## src/rtl/cheshire_eoc_monitor.sv

```systemverilog
// rtl/cheshire_eoc_monitor.sv - polls per-channel scratch words until every enabled channel reports end of computation
module cheshire_eoc_monitor #(
  parameter int unsigned NumChannels   = 4,
  parameter int unsigned AddrWidth     = 64,
  parameter int unsigned DataWidth     = 32,
  parameter int unsigned CodeWidth     = 31,
  parameter int unsigned ChanStride    = 4,
  parameter int unsigned PollInterval  = 16,
  parameter int unsigned TimeoutCycles = 0
) (
  input  logic                             clk_i,
  input  logic                             rst_i,
  input  logic                             start_i,
  input  logic [NumChannels-1:0]           chan_en_i,
  input  logic [AddrWidth-1:0]             base_addr_i,
  output logic                             rd_req_o,
  output logic [AddrWidth-1:0]             rd_addr_o,
  input  logic                             rd_gnt_i,
  input  logic                             rd_rvalid_i,
  input  logic [DataWidth-1:0]             rd_rdata_i,
  input  logic                             rd_err_i,
  output logic                             busy_o,
  output logic                             eoc_o,
  output logic                             pass_o,
  output logic                             timeout_o,
  output logic                             err_o,
  output logic [NumChannels-1:0]           done_o,
  output logic [NumChannels*CodeWidth-1:0] exit_code_o
);

  localparam int unsigned IdxW = (NumChannels > 1) ? $clog2(NumChannels) : 1;

  typedef enum logic [2:0] {S_IDLE, S_WAIT, S_REQ, S_RESP, S_DONE} state_e;

  state_e                           r_state;
  logic [NumChannels-1:0]           r_en;
  logic [AddrWidth-1:0]             r_base;
  logic [IdxW-1:0]                  r_idx;
  logic [31:0]                      r_ivl;
  logic [31:0]                      r_cyc;
  logic                             r_pend;
  logic [NumChannels-1:0]           r_done;
  logic [NumChannels*CodeWidth-1:0] r_code;
  logic                             r_timeout;
  logic                             r_err;
  logic                             r_eoc;
  logic                             r_pass;

  logic                             w_rsp_ok;
  logic [NumChannels-1:0]           w_done_next;
  logic [NumChannels*CodeWidth-1:0] w_code_next;
  logic                             w_all_done;
  logic [IdxW-1:0]                  w_next_idx;
  logic [IdxW-1:0]                  w_first_idx;
  logic                             w_found;
  int unsigned                      w_c;
  logic [31:0]                      w_cyc_next;
  logic                             w_hit;
  logic                             w_pend;

  // Response recording and round-robin successor, evaluated from the pending response
  always_comb begin
    w_rsp_ok    = (r_state == S_RESP) && rd_rvalid_i && !rd_err_i && rd_rdata_i[0];
    w_done_next = r_done;
    w_code_next = r_code;
    if (w_rsp_ok) begin
      w_done_next[r_idx] = 1'b1;
      w_code_next[r_idx*CodeWidth +: CodeWidth] = rd_rdata_i[CodeWidth:1];
    end
    w_all_done = ((w_done_next & r_en) == r_en);

    w_next_idx = r_idx;
    w_found    = 1'b0;
    w_c        = 0;
    for (int k = 1; k <= int'(NumChannels); k++) begin
      w_c = (int'(r_idx) + k) % NumChannels;
      if (!w_found && r_en[w_c] && !w_done_next[w_c]) begin
        w_next_idx = IdxW'(w_c);
        w_found    = 1'b1;
      end
    end

    w_first_idx = '0;
    for (int k = int'(NumChannels) - 1; k >= 0; k--) begin
      if (chan_en_i[k]) w_first_idx = IdxW'(k);
    end

    w_cyc_next = (r_cyc == 32'hFFFF_FFFF) ? r_cyc : r_cyc + 32'd1;
    w_hit      = (TimeoutCycles != 0) && (w_cyc_next == TimeoutCycles);
    w_pend     = r_pend || w_hit;
  end

  always_ff @(posedge clk_i or posedge rst_i) begin
    if (rst_i) begin
      r_state   <= S_IDLE;
      r_en      <= '0;
      r_base    <= '0;
      r_idx     <= '0;
      r_ivl     <= '0;
      r_cyc     <= '0;
      r_pend    <= 1'b0;
      r_done    <= '0;
      r_code    <= '0;
      r_timeout <= 1'b0;
      r_err     <= 1'b0;
      r_eoc     <= 1'b0;
      r_pass    <= 1'b0;
    end else begin
      case (r_state)
        S_IDLE, S_DONE: begin
          if (start_i) begin
            r_en      <= chan_en_i;
            r_base    <= base_addr_i;
            r_done    <= '0;
            r_code    <= '0;
            r_timeout <= 1'b0;
            r_err     <= 1'b0;
            r_cyc     <= '0;
            r_pend    <= 1'b0;
            if (chan_en_i != '0) begin
              r_idx   <= w_first_idx;
              r_ivl   <= PollInterval;
              r_eoc   <= 1'b0;
              r_pass  <= 1'b0;
              r_state <= S_WAIT;
            end else begin
              r_eoc   <= 1'b1;
              r_pass  <= 1'b1;
              r_state <= S_DONE;
            end
          end
        end
        S_WAIT: begin
          r_cyc  <= w_cyc_next;
          r_pend <= w_pend;
          if (w_pend) begin
            r_timeout <= 1'b1;
            r_eoc     <= 1'b1;
            r_pass    <= 1'b0;
            r_state   <= S_DONE;
          end else if (r_ivl == 32'd0) begin
            r_state <= S_REQ;
          end else begin
            r_ivl <= r_ivl - 32'd1;
          end
        end
        S_REQ: begin
          r_cyc  <= w_cyc_next;
          r_pend <= w_pend;
          if (rd_gnt_i) r_state <= S_RESP;
        end
        S_RESP: begin
          r_cyc  <= w_cyc_next;
          r_pend <= w_pend;
          if (rd_rvalid_i) begin
            r_done <= w_done_next;
            r_code <= w_code_next;
            if (rd_err_i) begin
              r_err     <= 1'b1;
              r_timeout <= w_pend;
              r_eoc     <= 1'b1;
              r_pass    <= 1'b0;
              r_state   <= S_DONE;
            end else if (w_all_done) begin
              // Completion outranks a timeout landing in the same cycle
              r_eoc   <= 1'b1;
              r_pass  <= (w_code_next == '0);
              r_state <= S_DONE;
            end else if (w_pend) begin
              r_timeout <= 1'b1;
              r_eoc     <= 1'b1;
              r_pass    <= 1'b0;
              r_state   <= S_DONE;
            end else begin
              r_idx   <= w_next_idx;
              r_ivl   <= PollInterval;
              r_state <= S_WAIT;
            end
          end
        end
        default: r_state <= S_IDLE;
      endcase
    end
  end

  assign rd_req_o    = (r_state == S_REQ);
  assign rd_addr_o   = r_base + AddrWidth'(r_idx) * AddrWidth'(ChanStride);
  assign busy_o      = (r_state == S_WAIT) || (r_state == S_REQ) || (r_state == S_RESP);
  assign eoc_o       = r_eoc;
  assign pass_o      = r_pass;
  assign timeout_o   = r_timeout;
  assign err_o       = r_err;
  assign done_o      = r_done;
  assign exit_code_o = r_code;

endmodule

```

## config.mk

```make
export PLATFORM = sky130hd
export DESIGN_NAME = cheshire_eoc_monitor
export DESIGN_NICKNAME = d
export VERILOG_FILES = /design/src/rtl/cheshire_eoc_monitor.sv
export SDC_FILE = /design/constraint.sdc
export NUM_CORES = 1
export LEC_CHECK = 0
export ABC_AREA = 1
export BUFFER_PORTS_ARGS = -buffer_cell sky130_fd_sc_hd__buf_4
export CORE_MARGIN = 5
export CORE_UTILIZATION = 50
export DETAILED_ROUTE_END_ITERATION = 10
export HOLD_SLACK_MARGIN = 0.12
export PLACE_DENSITY = 0.74
export SLEW_MARGIN = 20
export SYNTH_ARGS = -nofsm -noshare
export SYNTH_HDL_FRONTEND = slang
export SYNTH_SLANG_ARGS = --single-unit
```

## constraint.sdc

```tcl
create_clock -name clk_i -period 9.9 [get_ports clk_i]
set_clock_uncertainty 0.05 [all_clocks]
set_input_delay 1.485 -clock clk_i [delete_from_list [all_inputs] [get_ports clk_i]]
set_output_delay 1.485 -clock clk_i [all_outputs]
set_load 0.01 [all_outputs]
```

==> flow_metrics.env <==
export IMPL_status="completed"
export IMPL_mostFrequentLayoutCell="nand2_1"
export IMPL_drtPass1Iterations=6
export IMPL_avgViaCountPerCell=5.45
export IMPL_worstPathCellList="buf_4 > ha_1 > inv_1 > fa_1 > inv_1 > nand2_1 > nor2_1 > nand2_1 > nor4_4 > nand4_1 > nor3b_1 > nand2_1 > xnor2_1 > buf_4"
export IMPL_hold_path_class="reg -> reg"
export IMPL_drv_slew=0
export IMPL_crit_top_cell="nand2_1"
export IMPL_ys_seq_area_share_pct=39.7
export IMPL_p_leak_nw=9.67
export IMPL_syn_to_final_growth_pct=22.3
export IMPL_synthTopCellsByArea="dfrtp_1, nand2_1, nor2_1"
export IMPL_utilization_pct=61.6
export IMPL_design_core_area_sq_um=29600
export IMPL_antenna_left=0
export IMPL_vias=15700
export IMPL_insertion_delay_ns=0.57
export IMPL_die_w_microns=183
export IMPL_cts_buffers=29
export IMPL_drc_errors=0
export IMPL_fin_tns_setup_ns=0
export IMPL_critPathSlowestCell="buf_4"
export IMPL_gp_congestion=0.962
export IMPL_die_area_sq_um=33300
export IMPL_cts_setup_buffers=0
export IMPL_antenna_found_initial=1
export IMPL_synthArstFlopShare_pct=100
export IMPL_synth_top_area_share_pct=39.7
export IMPL_period_needed_ns=5.88
export IMPL_crit_family="simple AND/OR/NAND/NOR gates"
export IMPL_worst_slack_ns=4.02
export IMPL_worst_slew_pin_slew_ns=0.989
export IMPL_dp_hpwl_mm=37.2
export IMPL_first_global_vias=14900
export IMPL_end_kind="primary output"
export IMPL_final_cell_mix="nand2_1, buf_4, nor2_1"
export IMPL_nNetsFinal=2586
export IMPL_synth_edf_count=0
export IMPL_fin_crit_sh_pct=59.4
export IMPL_io_pins=304
export IMPL_synth_seq_cells=236
export IMPL_grt_pass1_wl_mm=80.8
export IMPL_worstSetupPathType="reg -> out"
export IMPL_avgSynthCellArea_sq_um=6.68
export IMPL_critPathRequiredTime_ns=8.37
export IMPL_ys_types=44
export IMPL_cts_tree="built"
export IMPL_htreeDepth=1
export IMPL_grtUsageTotal_pct=29.9
export IMPL_slew_headroom_pct=34.0
export IMPL_syn_inst=2229
export IMPL_synth_area_sq_um=14900
export IMPL_path_clk_slew_ns=0.06
export IMPL_dp_cells=2827
export IMPL_ir_drop_v=0.000146
export IMPL_pre_cts_slack_ns=4.70
export IMPL_clockBufferDepth=3
export IMPL_finalNonFillerCells=2880
export IMPL_fillCellCount=2783
export IMPL_hold_buffers=0
export IMPL_port_buffers=302
export IMPL_rsz0062_at_grt="false"
export IMPL_cts_resized=0
export IMPL_critPathBufInv=4
export IMPL_rows=63
export IMPL_grt_max_degree=113
export IMPL_cts_root_buf="clkbuf_16"
export IMPL_arrival_ns=4.34
export IMPL_drive_gt1_share_pct=15.3
export IMPL_cp_max_fo=77
export IMPL_max_cap_viol_count=0
export IMPL_wire_per_inst_microns=17.9
export IMPL_ys_flop_type="dfrtp_1"
export IMPL_die_y_microns=183
export IMPL_finalSetupViolations=0
export IMPL_initial_core_util_pct=50.4
export IMPL_grt_overflow_total=0
export IMPL_drt_total_wl_mm=51.4
export IMPL_yosysTopAreaCell="dfrtp_1"
export IMPL_yosysWarnings=0
export IMPL_power_mw=4.48
export IMPL_drt_iter0_drc=1726
export IMPL_syn_nets=2347
export IMPL_cts_sinks=236
export IMPL_start_kind="register"
export IMPL_hold_violations=0
export IMPL_slowest_delay_ns=0.60
export IMPL_r2r_setup_slack_ns=5.85
export IMPL_powerDensity_nw_per_um2=246
export IMPL_fmax_mhz=170
[final cells by class]
type                            instances  area, sq um  area share (%)
Clock buffer                           43          818            4.49
Antenna cell                            1         2.50          0.0137
Sequential cell                       236         5910            32.4
Clock inverter                          9         77.6           0.426
Tap cell                              390          488            2.68
Timing Repair Buffer                  316         2370            13.0
Inverter                              264          998            5.48
Multi-Input combinational cell       1621         7540            41.4
[worst reg2reg max path, stage by stage, from the launching register on]
cell	delay (ns)
dfrtp_2	0.34
buf_4	0.60
inv_2	0.30
ha_1	0.40
inv_2	0.46
nand3_2	0.63
inv_1	0.33
nand2_1	0.09
o21ai_0	0.24
nor2_1	0.09
nand3_1	0.11
nor2_1	0.05
nand2_1	0.06
nor2_1	0.04
nand2_1	0.09
a21oi_2	0.05
[cell families (layout without fill, tap and decap cells)]
kind of cell | count (synthesis) | in the layout | share of synthesized area, %
simple gates | 1254 | 1254 | 34.9
buf+inv | 372 | 632 | 9.74
compound gates | 279 | 279 | 10.2
flops | 236 | 236 | 39.7
xor+xnor | 74 | 74 | 4.35
fa+ha+maj | 12 | 12 | 1.06
other cells | 1 | 2 | 0.0252
mux | 1 | 1 | 0.0672
[per-layer routing]
metal	GRT usage, %	vias up	routed length (microns)
met3	6.52	120	4840
met1	42.7	7352	22100
met4	10.9	0	1980
met5	0	-	0
met2	44.8	693	22500
li1	-	7537	-
[worst paths after layout]
kind	startpoint	to	depth (start not counted)
min	r_ivl[30]	r_ivl[30]	2
max	r_idx[0]	rd_addr_o[52]	14
max in group asynchronous	rst_i	r_base[40]	3
min reg2reg	r_ivl[30]	r_ivl[30]	2
max reg2reg	r_idx[0]	pass_o	15
min in group asynchronous	rst_i	exit_code_o[69]	2
[flip-flops by register name, indices dropped and copies added, names as in the netlist]
name and flops:
r_en 4, r_ivl 32, exit_code_o 124, r_state 3, r_base 64, r_idx 2, done_o 4, pass_o 1
eoc_o 1, err_o 1
[power by group]
group | leakage [nW] | total, mW | internal [mW] | switching, mW
sequential | 3.16 | 1.36 | 1.16 | 0.208
combinational | 6.06 | 2.09 | 0.638 | 1.45
clock | 0.445 | 1.02 | 0.594 | 0.428
[cell usage after synthesis (3+ instances only)]
library cell    n
a21oi_1        26
a22oi_1         4
and3_1          4
buf_1          11
buf_2          16
buf_4           7
clkbuf_1       73
dfrtp_1       236
ha_1           11
inv_1         258
inv_2           6
nand2_1       691
nand3_1       147
nand3b_1        3
nand4_1        33
nor2_1        306
nor3_1         34
nor4_1         20
o21a_1          8
o21ai_0       171
o21ai_1        16
o22ai_1        35
o31ai_1        16
xnor2_1        11
xor2_1         63
[metrics by stage]
step / hold slack [ns] / instance area, sq um
floorplan: 0.400 / 14900
global placement: 0.418 / 17300
detailed placement: 0.424 / 17300
CTS: 0.438 / 18200
global route: 0.484 / 18200
finish: 0.439 / 18200
Power figures use the tool's default switching activity.
